<file path="src/rtl/bsg_fma_aux_pkg.sv">
// Shared types and constants for the FMA auxiliary-adder scheduler.
//
// Contents:
//   bsg_fma_aux_byte_width_gp    - width of every operand byte and of the result
//   bsg_fma_aux_tag_max_width_gp - widest requester tag (up to 8 requesters)
//   bsg_fma_aux_operand_s        - the four operand bytes of one request
//   bsg_fma_aux_result_s         - one buffered result: mod byte plus requester tag
//   bsg_fma_aux_tag_width()      - tag width for a given requester count
package bsg_fma_aux_pkg;

    localparam int bsg_fma_aux_byte_width_gp    = 8;
    localparam int bsg_fma_aux_tag_max_width_gp = 3;

    typedef struct packed {
        logic [bsg_fma_aux_byte_width_gp-1:0] a_l;
        logic [bsg_fma_aux_byte_width_gp-1:0] a_h;
        logic [bsg_fma_aux_byte_width_gp-1:0] b_l;
        logic [bsg_fma_aux_byte_width_gp-1:0] b_h;
    } bsg_fma_aux_operand_s;

    // The tag field is sized for the largest requester count; narrower
    // configurations use only the low bits.
    typedef struct packed {
        logic [bsg_fma_aux_byte_width_gp-1:0]    mod;
        logic [bsg_fma_aux_tag_max_width_gp-1:0] tag;
    } bsg_fma_aux_result_s;

    // max(1, clog2(els)): a 2-requester scheduler still needs a 1-bit tag.
    function automatic int bsg_fma_aux_tag_width(input int els);
        return (els <= 2) ? 1 : $clog2(els);
    endfunction

endpackage

</file>
<file path="src/rtl/bsg_fma_aux_adder.sv">
// Cross-product adder used by the FMA mantissa combine path.
//
// Computes (a_h * b_l + a_l * b_h) mod 256.
//
// Ports:
//   a_l_i, a_h_i  in  8  operand A low / high byte
//   b_l_i, b_h_i  in  8  operand B low / high byte
//   mod_o         out 8  truncated cross-product sum
module bsg_fma_aux_adder
    import bsg_fma_aux_pkg::*;
(
    input  logic [bsg_fma_aux_byte_width_gp-1:0] a_l_i,
    input  logic [bsg_fma_aux_byte_width_gp-1:0] a_h_i,
    input  logic [bsg_fma_aux_byte_width_gp-1:0] b_l_i,
    input  logic [bsg_fma_aux_byte_width_gp-1:0] b_h_i,
    output logic [bsg_fma_aux_byte_width_gp-1:0] mod_o
);

    // The low byte of a product depends only on the low bytes of its factors,
    // so evaluating everything in 8-bit context gives the mod-256 result
    // directly; carries out of bit 7 are intentionally discarded.
    assign mod_o = a_h_i * b_l_i + a_l_i * b_h_i;

endmodule

</file>
<file path="src/rtl/bsg_fma_aux_rr_arb.sv">
// Round-robin arbiter with an owned priority pointer.
//
// The winner is the first requester at or after ptr, scanning upward and
// wrapping. After a grant to index k the pointer moves to (k+1) mod els_p;
// with no grant it holds.
//
// Ports:
//   clk      in  1             clock
//   reset_n  in  1             synchronous active-low reset (ptr <= 0)
//   reqs     in  els_p         request vector
//   en       in  1             grant enable (slot available, not in reset)
//   grant    out els_p         one-hot grant, zero when en=0 or no request
//   idx      out tag_width_lp  encoded winner index (valid when v=1)
//   v        out 1             a grant is issued this cycle
module bsg_fma_aux_rr_arb
    import bsg_fma_aux_pkg::*;
#(
    parameter  int els_p        = 2,
    localparam int tag_width_lp = bsg_fma_aux_tag_width(els_p)
) (
    input  logic                    clk,
    input  logic                    reset_n,
    input  logic [els_p-1:0]        reqs,
    input  logic                    en,
    output logic [els_p-1:0]        grant,
    output logic [tag_width_lp-1:0] idx,
    output logic                    v
);

    logic [tag_width_lp-1:0] ptr_reg;
    logic [tag_width_lp-1:0] ptr_next;
    logic [els_p-1:0]        upper_mask;
    logic [els_p-1:0]        upper_reqs;
    logic [els_p-1:0]        scan_reqs;

    // upper_mask marks indices at or above the pointer. If any of those are
    // requesting, the lowest of them wins; otherwise the scan has wrapped and
    // the lowest requester overall wins.
    genvar gi;
    generate
        for (gi = 0; gi < els_p; gi++) begin : g_lane
            assign upper_mask[gi] = (tag_width_lp'(gi) >= ptr_reg);
            assign grant[gi]      = v & (idx == tag_width_lp'(gi));
        end
    endgenerate

    assign upper_reqs = reqs & upper_mask;
    assign scan_reqs  = (|upper_reqs) ? upper_reqs : reqs;
    assign v          = en & (|reqs);

    always_comb begin
        idx = '0;
        for (int j = els_p - 1; j >= 0; j--) begin
            if (scan_reqs[j]) begin
                idx = tag_width_lp'(j);
            end
        end
    end

    always_comb begin
        ptr_next = ptr_reg;
        if (v) begin
            ptr_next = (idx == tag_width_lp'(els_p - 1)) ? '0 : idx + tag_width_lp'(1);
        end
    end

    always_ff @(posedge clk) begin
        if (!reset_n) begin
            ptr_reg <= '0;
        end else begin
            ptr_reg <= ptr_next;
        end
    end

endmodule

</file>
<file path="src/rtl/bsg_fma_aux_sched.sv">
// Scheduler sharing one bsg_fma_aux_adder between els_p requesters.
//
// Each cycle at most one valid request is granted round-robin; its operand
// bytes feed the adder combinationally and the result, tagged with the
// requester index, is written into a 2-entry in-order output FIFO.
//
// Ports:
//   clk_i      in  1               clock
//   reset_n_i  in  1               synchronous active-low reset
//   v_i        in  els_p           per-requester request valid
//   a_l_i      in  els_p x 8       operand A low byte
//   a_h_i      in  els_p x 8       operand A high byte
//   b_l_i      in  els_p x 8       operand B low byte
//   b_h_i      in  els_p x 8       operand B high byte
//   yumi_o     out els_p           one-hot grant (request consumed)
//   v_o        out 1               FIFO head valid
//   mod_o      out 8               head result
//   tag_o      out tag_width_lp    head requester index
//   ready_i    in  1               downstream pops the head when v_o & ready_i
module bsg_fma_aux_sched
    import bsg_fma_aux_pkg::*;
#(
    parameter  int els_p        = 2,
    localparam int tag_width_lp = bsg_fma_aux_tag_width(els_p)
) (
    input  logic                                             clk_i,
    input  logic                                             reset_n_i,
    input  logic [els_p-1:0]                                 v_i,
    input  logic [els_p-1:0][bsg_fma_aux_byte_width_gp-1:0]  a_l_i,
    input  logic [els_p-1:0][bsg_fma_aux_byte_width_gp-1:0]  a_h_i,
    input  logic [els_p-1:0][bsg_fma_aux_byte_width_gp-1:0]  b_l_i,
    input  logic [els_p-1:0][bsg_fma_aux_byte_width_gp-1:0]  b_h_i,
    output logic [els_p-1:0]                                 yumi_o,
    output logic                                             v_o,
    output logic [bsg_fma_aux_byte_width_gp-1:0]             mod_o,
    output logic [tag_width_lp-1:0]                          tag_o,
    input  logic                                             ready_i
);

    logic                                    full;
    logic                                    grant_en;
    logic                                    push;
    logic                                    pop;
    logic [tag_width_lp-1:0]                 win_idx;
    bsg_fma_aux_operand_s                    win_op;
    logic [bsg_fma_aux_byte_width_gp-1:0]    sum_mod;

    bsg_fma_aux_result_s                     mem_reg [2];
    logic                                    rd_ptr_reg;
    logic                                    wr_ptr_reg;
    logic [1:0]                              count_reg;
    logic [1:0]                              count_next;

    // Grant eligibility looks only at the registered count, never at
    // ready_i, so a pop in this cycle cannot open a slot for this cycle's
    // grant. Gating with reset keeps yumi_o low while reset is held.
    assign full     = (count_reg == 2'd2);
    assign grant_en = reset_n_i & ~full;

    bsg_fma_aux_rr_arb #(
        .els_p (els_p)
    ) u_arb (
        .clk     (clk_i),
        .reset_n (reset_n_i),
        .reqs    (v_i),
        .en      (grant_en),
        .grant   (yumi_o),
        .idx     (win_idx),
        .v       (push)
    );

    assign win_op.a_l = a_l_i[win_idx];
    assign win_op.a_h = a_h_i[win_idx];
    assign win_op.b_l = b_l_i[win_idx];
    assign win_op.b_h = b_h_i[win_idx];

    bsg_fma_aux_adder u_adder (
        .a_l_i (win_op.a_l),
        .a_h_i (win_op.a_h),
        .b_l_i (win_op.b_l),
        .b_h_i (win_op.b_h),
        .mod_o (sum_mod)
    );

    // Output FIFO. A pop while empty cannot occur because pop requires v_o.
    assign v_o   = (count_reg != 2'd0);
    assign pop   = v_o & ready_i;
    assign mod_o = mem_reg[rd_ptr_reg].mod;
    assign tag_o = mem_reg[rd_ptr_reg].tag[tag_width_lp-1:0];

    always_comb begin
        count_next = count_reg;
        case ({push, pop})
            2'b10:   count_next = count_reg + 2'd1;
            2'b01:   count_next = count_reg - 2'd1;
            default: count_next = count_reg;
        endcase
    end

    // Storage is cleared on reset so the idle head reads as mod=0, tag=0.
    always_ff @(posedge clk_i) begin
        if (!reset_n_i) begin
            for (int i = 0; i < 2; i++) begin
                mem_reg[i] <= '0;
            end
            rd_ptr_reg <= 1'b0;
            wr_ptr_reg <= 1'b0;
            count_reg  <= 2'd0;
        end else begin
            if (push) begin
                mem_reg[wr_ptr_reg].mod <= sum_mod;
                mem_reg[wr_ptr_reg].tag <= bsg_fma_aux_tag_max_width_gp'(win_idx);
                wr_ptr_reg              <= ~wr_ptr_reg;
            end
            if (pop) begin
                rd_ptr_reg <= ~rd_ptr_reg;
            end
            count_reg <= count_next;
        end
    end

endmodule

</file>
<file path="config.mk">
export PLATFORM = sky130hd
export DESIGN_NAME = bsg_fma_aux_sched
export DESIGN_NICKNAME = d
export VERILOG_FILES = /design/src/rtl/bsg_fma_aux_pkg.sv /design/src/rtl/bsg_fma_aux_adder.sv /design/src/rtl/bsg_fma_aux_rr_arb.sv /design/src/rtl/bsg_fma_aux_sched.sv
export SDC_FILE = /design/constraint.sdc
export NUM_CORES = 1
export LEC_CHECK = 0
export CAP_MARGIN = 25
export CORE_UTILIZATION = 35
export DETAILED_ROUTE_END_ITERATION = 8
export SLEW_MARGIN = 20
export SYNTH_ARGS = -nofsm -noshare
export SYNTH_HDL_FRONTEND = slang
export SYNTH_SLANG_ARGS = --single-unit
</file>
<file path="constraint.sdc">
create_clock -name clk_i -period 16 [get_ports clk_i]
set_input_delay 1.6 -clock clk_i [delete_from_list [all_inputs] [get_ports clk_i]]
set_output_delay 1.6 -clock clk_i [all_outputs]
set_load 0.005 [all_outputs]
</file>
==> run summary, run 1 <==
number of flip-flops in the largest register: 18
Syn Nets: 587
first-pass GRT wire length: 17260 µm
sinks on the clock net: 24
vias: 3391
cell at the slowest stage of the critical path: fa_1
Buf+Inv Stages, Crit Path: 9
CTS root buffer: clkbuf_8
Setup Skew: 0.002734 ns
Hold Slack: 0.5183 ns
DP HPWL: 8393 µm
Yosys Warn Count: 0
leakage: 2.168 nW
Slew Viols, Final: 0
share of cells above drive strength 1: 0.04255
relative slew slack: 0.5220
FMAX: 140.5 MHz
setup violators final: 0
CTS resizes: 0
Final GP Congestion: 0.8514
core area: 10320 µm²
Total Wirelength: 10260 µm
GRT overflow: 0
Yosys cell types: 34
n_diodes: 0
I/O pins: 81
Max Cap Viol: 0
multi-input logic area: 2813 µm²
share of the synthesized area in the top cell type: 0.1658
First-pass DRT Iterations: 5
Vias per Instance: 5.193
CP startpoint kind: primary input
Worst R2R Start: u_arb.ptr_reg
drt initial violations: 224
WP data required: 16.12 ns
ANT nets after route: 0
Starting Density: 0.3625
RSZ-0062 raised after global routing: false
Setup Buffers After CTS: 0
period utilisation layout: 0.4447
Worst R2R End: mem_reg[0][8]
DIE HEIGHT: 105.4 µm
register area: 660.6 µm²
Levels on crit path: 23
Setup crit end: mem_reg[0][8]
fillers: 1006
clk_lat worst skew: 0.27 ns
Total Routing Usage GR: 0.1945
Largest stage delay, worst path: 0.56 ns
syn_area_per_cell: 8.298 µm²
worst-case reg-to-reg path depth: 22
vias in the first global route: 3481
Final min period: 7.116 ns
Worst Hold Class: flop to flop
TritonCTS clock tree: yes
synthesized flop and latch total: 24
largest area contributor in the netlist: fa_1
P per Cell Area: 125.6 nW/µm²
maximum clock path buffer count: 2
synth-to-layout area growth: 25.74%
critical path's top delay family: adder cells
critical-path maximum fanout: 63
htree depth: 1
ranking of synthesized cells by area: fa_1 17%, edfxtp_1 14%, ha_1 12%
Hold Startpoint: wr_ptr_reg
worst path arrival time: 7.24 ns
pin count of the biggest net entering global routing: 64
DRC violations left: 0
Hold Fails Final Rpt: 0
outcome: finished, final reports clean
Slew @ Worst Pin: 0.7171 ns
cell row count: 37
commonest non-fill, non-tap cell in the layout: clkdlybuf4s50_1
kind of critical path: primary input to flop
Mapped Area: 3742 µm²
commonest cells after routing, fill and taps aside: 80 x clkdlybuf4s50_1, 74 x nand2_1, 70 x nand3_1, 48 x inv_1, 40 x xnor2_1
initial antenna violation count: 0
Register-to-Register Setup Slack: 10.36 ns
CTS Buf Count: 3
Synth Instances: 451
IO Port Bufs: 80
Setup TNS: 0 ns
routed length per instance: 15.71 µm
hold_buf cts: 0
critical path launch point: v_i[0]
Seq/Total Area, Yosys: 0.1765
most used cell, CP: inv_1
Die ar.: 11110 µm²
cells along the critical path: clkdlybuf4s50_1 > inv_1 > o21ai_4 > buf_4 > a31oi_1 > fa_1 > inv_1 > ha_1 > inv_1 > fa_1 > inv_1 > fa_1 > fa_1 > inv_1 > fa_1 > inv_1 > ha_1 > inv_1 > o21bai_1 > a21oi_1 > xor2_1 > nand2_1 > mux2i_1
clock-pin slew on the worst setup and hold paths: 0.08 ns
worst vdd ir: 0.08412 mV
Die W: 105.4 µm
nets@finish: 654
Setup crit end kind: flop
## worst min-delay path, stage by stage, from the launching register on
cell      delay [ns]
dfxtp_1         0.35
nand2_1         0.06
a21boi_0        0.06
## worst min path at each step
stage | slack (ns) | end | depth (start not counted)
after floorplan | 0.47 | count_reg[1] | 2
after global placement | 0.50 | wr_ptr_reg | 2
after detailed placement | 0.51 | wr_ptr_reg | 2
after CTS | 0.52 | wr_ptr_reg | 2
after global routing | 0.57 | wr_ptr_reg | 2
final | 0.52 | wr_ptr_reg | 2
## cell type report
cell class	instances	share of cell area
inverters	48	0.03829
well taps	136	0.03616
flip-flops and latches	24	0.1404
repair buffers	82	0.1734
multi-input cells	359	0.5977
clock buffers	4	0.01409
## Yosys cell counts
| cell | number |
|---|---|
| xnor2_2 | 3 |
| inv_1 | 48 |
| nand2_2 | 2 |
| or2_2 | 1 |
| o21bai_1 | 1 |
| xnor2_1 | 40 |
| a21boi_0 | 2 |
| nor2_1 | 13 |
| a31oi_1 | 21 |
| o221ai_1 | 1 |
| nor2b_1 | 2 |
| nand2_1 | 74 |
| and2_1 | 10 |
| a21oi_1 | 3 |
| dfxtp_1 | 6 |
| fa_1 | 31 |
| clkbuf_1 | 12 |
| o21ai_2 | 1 |
| buf_1 | 2 |
| o21ai_0 | 2 |
| mux2i_1 | 6 |
| nand3_1 | 70 |
| or3_1 | 1 |
| nor3_1 | 2 |
| buf_4 | 3 |
| and3_1 | 21 |
| buf_2 | 2 |
| mux2_2 | 9 |
| a21o_1 | 1 |
| ha_1 | 36 |
| xor2_1 | 5 |
| edfxtp_1 | 18 |
| o21a_1 | 1 |
| buf_6 | 1 |
## stage by stage
step	instance area [µm²]	power, mW	instances	setup slack [ns]	util
3_5_place_dp	4639	0.5489	649	8.592	0.4494
2_1_floorplan	3742	0.4317	451	9.109	-
5_1_grt	4706	0.6639	653	8.517	0.4558
6_report	4706	0.5908	653	8.884	0.4558
4_1_cts	4706	0.5974	653	8.879	0.4558
3_3_place_gp	4639	0.5399	649	8.690	0.4494
## kinds of logic after synthesis
| logic type | count (synthesis) | share of synthesized area |
|---|---|---|
| and+or+nand+nor | 196 | 0.2454 |
| buffers and inverters | 68 | 0.07389 |
| adders and majority gates | 67 | 0.2862 |
| xor gates and xnor gates | 48 | 0.1184 |
| AOI/OAI and AO/OA | 33 | 0.05650 |
| DFF | 24 | 0.1765 |
| muxes | 15 | 0.04313 |
## metal layers
layer	share of wire	GRT usage
met1	0.42	0.2499
met2	0.50	0.3459
met3	0.057	0.01979
met4	0.018	0.05131
met5	0	0
## power breakdown
part | switching, mW | internal (mW) | leakage [nW] | total (mW)
clock network | 0.0192 | 0.0272 | 0.0339 | 0.0463
registers | 0.00904 | 0.0903 | 0.239 | 0.0993
logic | 0.231 | 0.214 | 1.90 | 0.445
Note: power is estimated with default switching activity, not from simulation.
==> run 2, diff against run 1 <==
Clock period 16 ns to 7 ns, I/O delays scaled along.
==> run 2 against run 1 <==
Count of clock-buffer cells in the layout unchanged. Non-clock buffer count up 2. Hold slack gained 0.0062 ns. Critical endpoint unchanged. Wire length up 1.5%. Largest power group unchanged. Combinational power up 130%.
==> run summary, run 2 (same netlist as run 1, synthesis figures left out) <==
Switching Share: 0.4420 (+0.002658)
n_diodes: 0 (unchanged)
met1 Resource Use GR: 0.2529 (+0.003010)
TritonCTS clock tree: yes
pin count of the biggest net entering global routing: 53 (-17%)
DP HPWL: 8699 µm (+3.6%)
P per Cell Area: 286.2 nW/µm² (+130%)
setup violators final: 0 (unchanged)
Setup Buffers After CTS: 0 (unchanged)
Gate power share: 0.757 (+0.004)
worst vdd ir: 0.1720 mV (+100%)
routed length per instance: 15.90 µm (+1.2%)
commonest cells after routing, fill and taps aside: 80 x clkdlybuf4s50_1, 74 x nand2_1, 70 x nand3_1, 48 x inv_1, 40 x xnor2_1
GRT met3 Usage: 0.01732 (-0.002474)
kind of critical path: primary input to flop
most used routing layer: met2
CTS root buffer: clkbuf_8
Final GP Congestion: 0.8763 (+2.9%)
Vias per Instance: 5.113 (-1.5%)
critical-path maximum fanout: 36 (-43%)
FMAX: 157.9 MHz
internal cell power: 0.7579 mW (+130%)
vias: 3349 (-1.2%)
outcome: finished, final reports clean
hold_buf cts: 0 (unchanged)
Die W: 105.4 µm (unchanged)
nets@finish: 656 (+0.31%)
RSZ-0062 raised after global routing: false
clock power share: 0.076 (-0.002)
CTS Buf Count: 3 (unchanged)
IO Port Bufs: 80 (unchanged)
DIE HEIGHT: 105.4 µm (unchanged)
CTS resizes: 0 (unchanged)
share of cells above drive strength 1: 0.04624 (+0.003690)
CP startpoint kind: primary input
Final min period: 6.332 ns
Slew Viols, Final: 0 (unchanged)
Hold Slack: 0.5245 ns (+0.006226 ns)
Total Routing Usage GR: 0.1941 (-0.0003803)
clk_lat worst skew: 0.26 ns (about the same)
Max Cap Viol: 0 (unchanged)
worst path arrival time: 6.44 ns (-0.80 ns)
Setup TNS: 0 ns (unchanged)
sinks on the clock net: 24 (unchanged)
Worst Hold Class: flop to flop
leakage: 2.187 nW (+0.87%)
I/O pins: 81 (unchanged)
maximum clock path buffer count: 2 (unchanged)
period utilisation layout: 0.9046
sequential share of power: 0.167 (about the same)
Hold Fails Final Rpt: 0 (unchanged)
DRC violations left: 0 (unchanged)
core area: 10320 µm² (unchanged)
commonest non-fill, non-tap cell in the layout: clkdlybuf4s50_1
clock-pin slew on the worst setup and hold paths: 0.08 ns (about the same)
synth-to-layout area growth: 26.81%
Total Wirelength: 10410 µm (+1.5%)
htree depth: 1 (unchanged)
Starting Density: 0.3625 (unchanged)
ANT nets after route: 0 (unchanged)
NetSw: 0.6002 mW (+130%)
initial antenna violation count: 0 (unchanged)
placed cell area: 4679 µm² (+0.86%)
Setup Skew: 0.004896 ns (+0.002162 ns)
vias in the first global route: 3408 (-2.1%)
Slew @ Worst Pin: 0.7282 ns (+0.01118 ns)
cell row count: 37 (unchanged)
Final Cell Area: 4746 µm² (+0.85%)
Setup crit end kind: flop
number of flip-flops in the largest register: 18 (unchanged)
first-pass GRT wire length: 17270 µm (about the same)
drt initial violations: 242 (+8.0%)
First-pass DRT Iterations: 7 (+2)
GRT overflow: 0 (unchanged)
relative slew slack: 0.5145 (-0.007455)
GR Util met2: 0.3459 (unchanged)
WP data required: 7.11 ns (-9.01 ns)
Die ar.: 11110 µm² (unchanged)
run 2: cell types whose count changed in the layout (fill, tap and decap cells not counted), sizes merged:
cell and delta:
buf +2
run 2: layout make-up:
type | instances | area, µm²
Fill cell | 1002 | 5578
Tap cell | 136 | 170.2
Timing Repair Buffer | 84 | 855.8
Sequential cell | 24 | 660.6
Inverter | 48 | 180.2
Multi-Input combinational cell | 359 | 2813
Clock buffer | 4 | 66.31
run 2: worst max-delay path: stages:
cell and delay (ns):
clkdlybuf4s50_1 0.54, o21a_1 0.60, buf_12 0.27, and3_1 0.17
a31oi_1 0.05, fa_1 0.43, inv_1 0.08, fa_1 0.41
fa_1 0.48, fa_1 0.54, inv_1 0.05, fa_1 0.50
fa_1 0.45, xor2_1 0.16, xnor2_1 0.18, xnor2_1 0.10
xnor2_1 0.27, xor2_1 0.21, nand2_1 0.07, mux2i_1 0.14
run 2: per-layer routing:
layer	vias up	part of all wire	routed length [µm]
met4	0	0.014	142
met3	10	0.052	539
li1	1645	-	-
met1	1580	0.43	4426
met2	114	0.51	5304
met5	-	0	0
run 2: path summary, 6_finish.rpt:
path	startpoint	to	slack, ns	cells past startpoint
max	v_i[1]	mem_reg[0][8]	0.67	20
min	wr_ptr_reg	wr_ptr_reg	0.52	2
max reg2reg	u_arb.ptr_reg	mem_reg[0][8]	1.24	19
min reg2reg	wr_ptr_reg	wr_ptr_reg	0.52	2
run 2: through the flow:
| stage | util | power (mW) | instances | setup WS, ns |
|---|---|---|---|---|
| final | 0.4597 | 1.358 | 655 | 0.6680 |
| after global routing | 0.4597 | 1.512 | 655 | 0.3575 |
| after CTS | 0.4597 | 1.374 | 655 | 0.6768 |
| after detailed placement | 0.4533 | 1.264 | 651 | 0.4163 |
| after global placement | 0.4533 | 1.248 | 651 | 0.5240 |
| after floorplan | - | 0.9868 | 451 | 1.009 |
run 2: power by group through the flow:
stage               Sequential [mW]  Clock, mW  Combinational [mW]
finish                        0.227      0.104                1.03
CTS                           0.228      0.106                1.04
global placement              0.230          0                1.02
global route                  0.233      0.112                1.17
floorplan                     0.219          0               0.767
detailed placement            0.231          0                1.03
==> run 3, diff against run 2 <==
Settings changed: CORE_MARGIN from default to 10, CORE_UTILIZATION 35 to 53, PLACE_DENSITY from default to 0.83, SETUP_SLACK_MARGIN from default to 0.5.
==> run 3 against run 2 <==
Via count rose by 5.8%. Die area shrank 2.6%. Sequential share of layout area unchanged. Cell area stayed put. Combinational power up 5%. First-iteration DRC count rose by 2.1%. Total power increased by 3.9%. Global-route usage increased by 0.82 points. Clock power hardly changed. Hold slack got worse by 0.0063 ns. Core utilization grew 23 points.
==> run summary, run 3 (same netlist as run 1, synthesis figures left out) <==
outcome: finished, final reports clean
P per Cell Area: 297.4 nW/µm² (+3.9%)
Setup Skew: 0.004503 ns (-0.0003937 ns)
maximum clock path buffer count: 2 (unchanged)
nets@finish: 662 (+0.91%)
CTS Buf Count: 3 (unchanged)
non-filler cells, final: 621 (-5.2%)
register area: 660.6 µm² (unchanged)
Setup crit end kind: flop
Total Wirelength: 11530 µm (+11%)
clk_lat worst skew: 0.26 ns (about the same)
pin count of the biggest net entering global routing: 30 (-43%)
htree depth: 1 (unchanged)
sinks on the clock net: 24 (unchanged)
RSZ-0062 raised after global routing: false
IO Port Bufs: 80 (unchanged)
leakage: 2.212 nW (+1.1%)
Max Cap Viol: 0 (unchanged)
Total Routing Usage GR: 0.2023 (+0.008226)
n_diodes: 0 (unchanged)
setup violators final: 0 (unchanged)
critical-path maximum fanout: 11 (-69%)
final worst setup slack: 0.8437 ns (+0.1758 ns)
CP startpoint kind: primary input
First-pass DRT Iterations: 5 (-2)
multi-input logic area: 2838 µm² (+0.89%)
synth-to-layout area growth: 26.81% (unchanged)
TritonCTS clock tree: yes
hold_buf cts: 0 (unchanged)
Starting Density: 0.5478 (+0.1853)
Hold Fails Final Rpt: 0 (unchanged)
Slew Viols, Final: 0 (unchanged)
WP data required: 7.11 ns (about the same)
core area: 6832 µm² (-34%)
fillers: 551 (-45%)
period utilisation layout: 0.8795 (-0.02511)
Setup TNS: 0 ns (unchanged)
DRC violations left: 0 (unchanged)
number of flip-flops in the largest register: 18 (unchanged)
placed cell area: 4627 µm² (-1.1%)
Hold Slack: 0.5182 ns (-0.006293 ns)
I/O pins: 81 (unchanged)
kind of critical path: primary input to flop
DIE HEIGHT: 104.0 µm (-1.3%)
Worst Hold Class: flop to flop
initial antenna violation count: 0 (unchanged)
CTS root buffer: clkbuf_8
cell row count: 30 (-19%)
Final GP Congestion: 0.9320 (+6.4%)
drt initial violations: 247 (+2.1%)
Die W: 104.0 µm (-1.3%)
FMAX: 162.4 MHz (+2.9%)
Slew @ Worst Pin: 0.7403 ns (+0.01209 ns)
commonest cells after routing, fill and taps aside: 80 x clkdlybuf4s50_1, 74 x nand2_1, 70 x nand3_1, 48 x inv_1, 40 x xnor2_1
Vias per Instance: 5.704 (+12%)
vias in the first global route: 3688 (+8.2%)
worst vdd ir: 0.2377 mV (+38%)
relative slew slack: 0.5064 (-0.008059)
Final Cell Area: 4746 µm² (unchanged)
DP HPWL: 9302 µm (+6.9%)
Placed Cells: 614 (-5.7%)
clock-pin slew on the worst setup and hold paths: 0.09 ns (about the same)
share of cells above drive strength 1: 0.05905 (+0.01280)
worst path arrival time: 6.27 ns (-0.17 ns)
Die ar.: 10820 µm² (-2.6%)
Final min period: 6.156 ns (-0.1758 ns)
ANT nets after route: 0 (unchanged)
first-pass GRT wire length: 18340 µm (+6.2%)
GRT overflow: 0 (unchanged)
vias: 3542 (+5.8%)
Setup WS pre-CTS: 0.2078 ns (-0.2086 ns)
commonest non-fill, non-tap cell in the layout: clkdlybuf4s50_1
routed length per instance: 18.57 µm (+17%)
[run 3: cell count changes in the layout (fill, tap and decap cells not counted), sizes merged]
cell	change
buf	+4
o21a	+1
o21ai	+1
[run 3: path summary, 6_finish.rpt]
path              depth (start not counted)             to     startpoint  slack, ns
setup / recovery                         20  mem_reg[0][8]         v_i[0]       0.84
setup reg to reg                         19  mem_reg[0][8]  u_arb.ptr_reg       1.44
hold reg to reg                           2   count_reg[1]   count_reg[1]       0.52
hold / removal                            2   count_reg[1]   count_reg[1]       0.52
[run 3: report_power, final]
part | internal, mW | switching, mW
combinational | 0.508 | 0.570
sequential | 0.206 | 0.0217
clock | 0.0620 | 0.0433
total | 0.777 | 0.635
[run 3: repair_timing]
item | 4_1_cts | 5_1_grt
buffers inserted | 0 | 1
pin swaps | 0 | 1
endpoints found under the setup margin | 2 | 2
cloned | 0 | 2
gates resized for setup | 1 | 3
[run 3: cell type report]
cell class | instances | share of cell area
clock buffer | 4 | 0.01397
inverter | 48 | 0.03796
multi-input combinational | 361 | 0.5979
sequential | 24 | 0.1392
tap | 96 | 0.02531
timing repair buffer | 88 | 0.1856
[run 3: through the flow]
stage                     total power, mW  utilization
final                               1.412       0.6947
after global routing                1.556       0.6947
after CTS                           1.410       0.6872
after detailed placement            1.298       0.6773
after global placement              1.229       0.6773
after floorplan                    0.9868            -
[run 3: per-layer routing]
layer	wire [µm]	global-route usage	part of all wire	vias up
met5	0	0	0	-
met4	328	0.06759	0.028	0
met3	999	0.04461	0.087	32
met2	5558	0.3365	0.48	181
met1	4643	0.2522	0.40	1662
li1	-	-	-	1667
[run 3: critical path, cell delays in order]
cell	delay [ns]
clkdlybuf4s50_1	0.48
inv_1	0.14
o21a_4	0.29
and3_1	0.19
a31oi_1	0.22
fa_1	0.49
fa_1	0.55
inv_1	0.05
fa_1	0.49
fa_1	0.50
inv_1	0.05
fa_1	0.50
fa_1	0.45
xor2_1	0.17
xnor2_1	0.21
xnor2_1	0.11
xnor2_1	0.25
xor2_1	0.21
nand2_1	0.07
mux2i_1	0.14
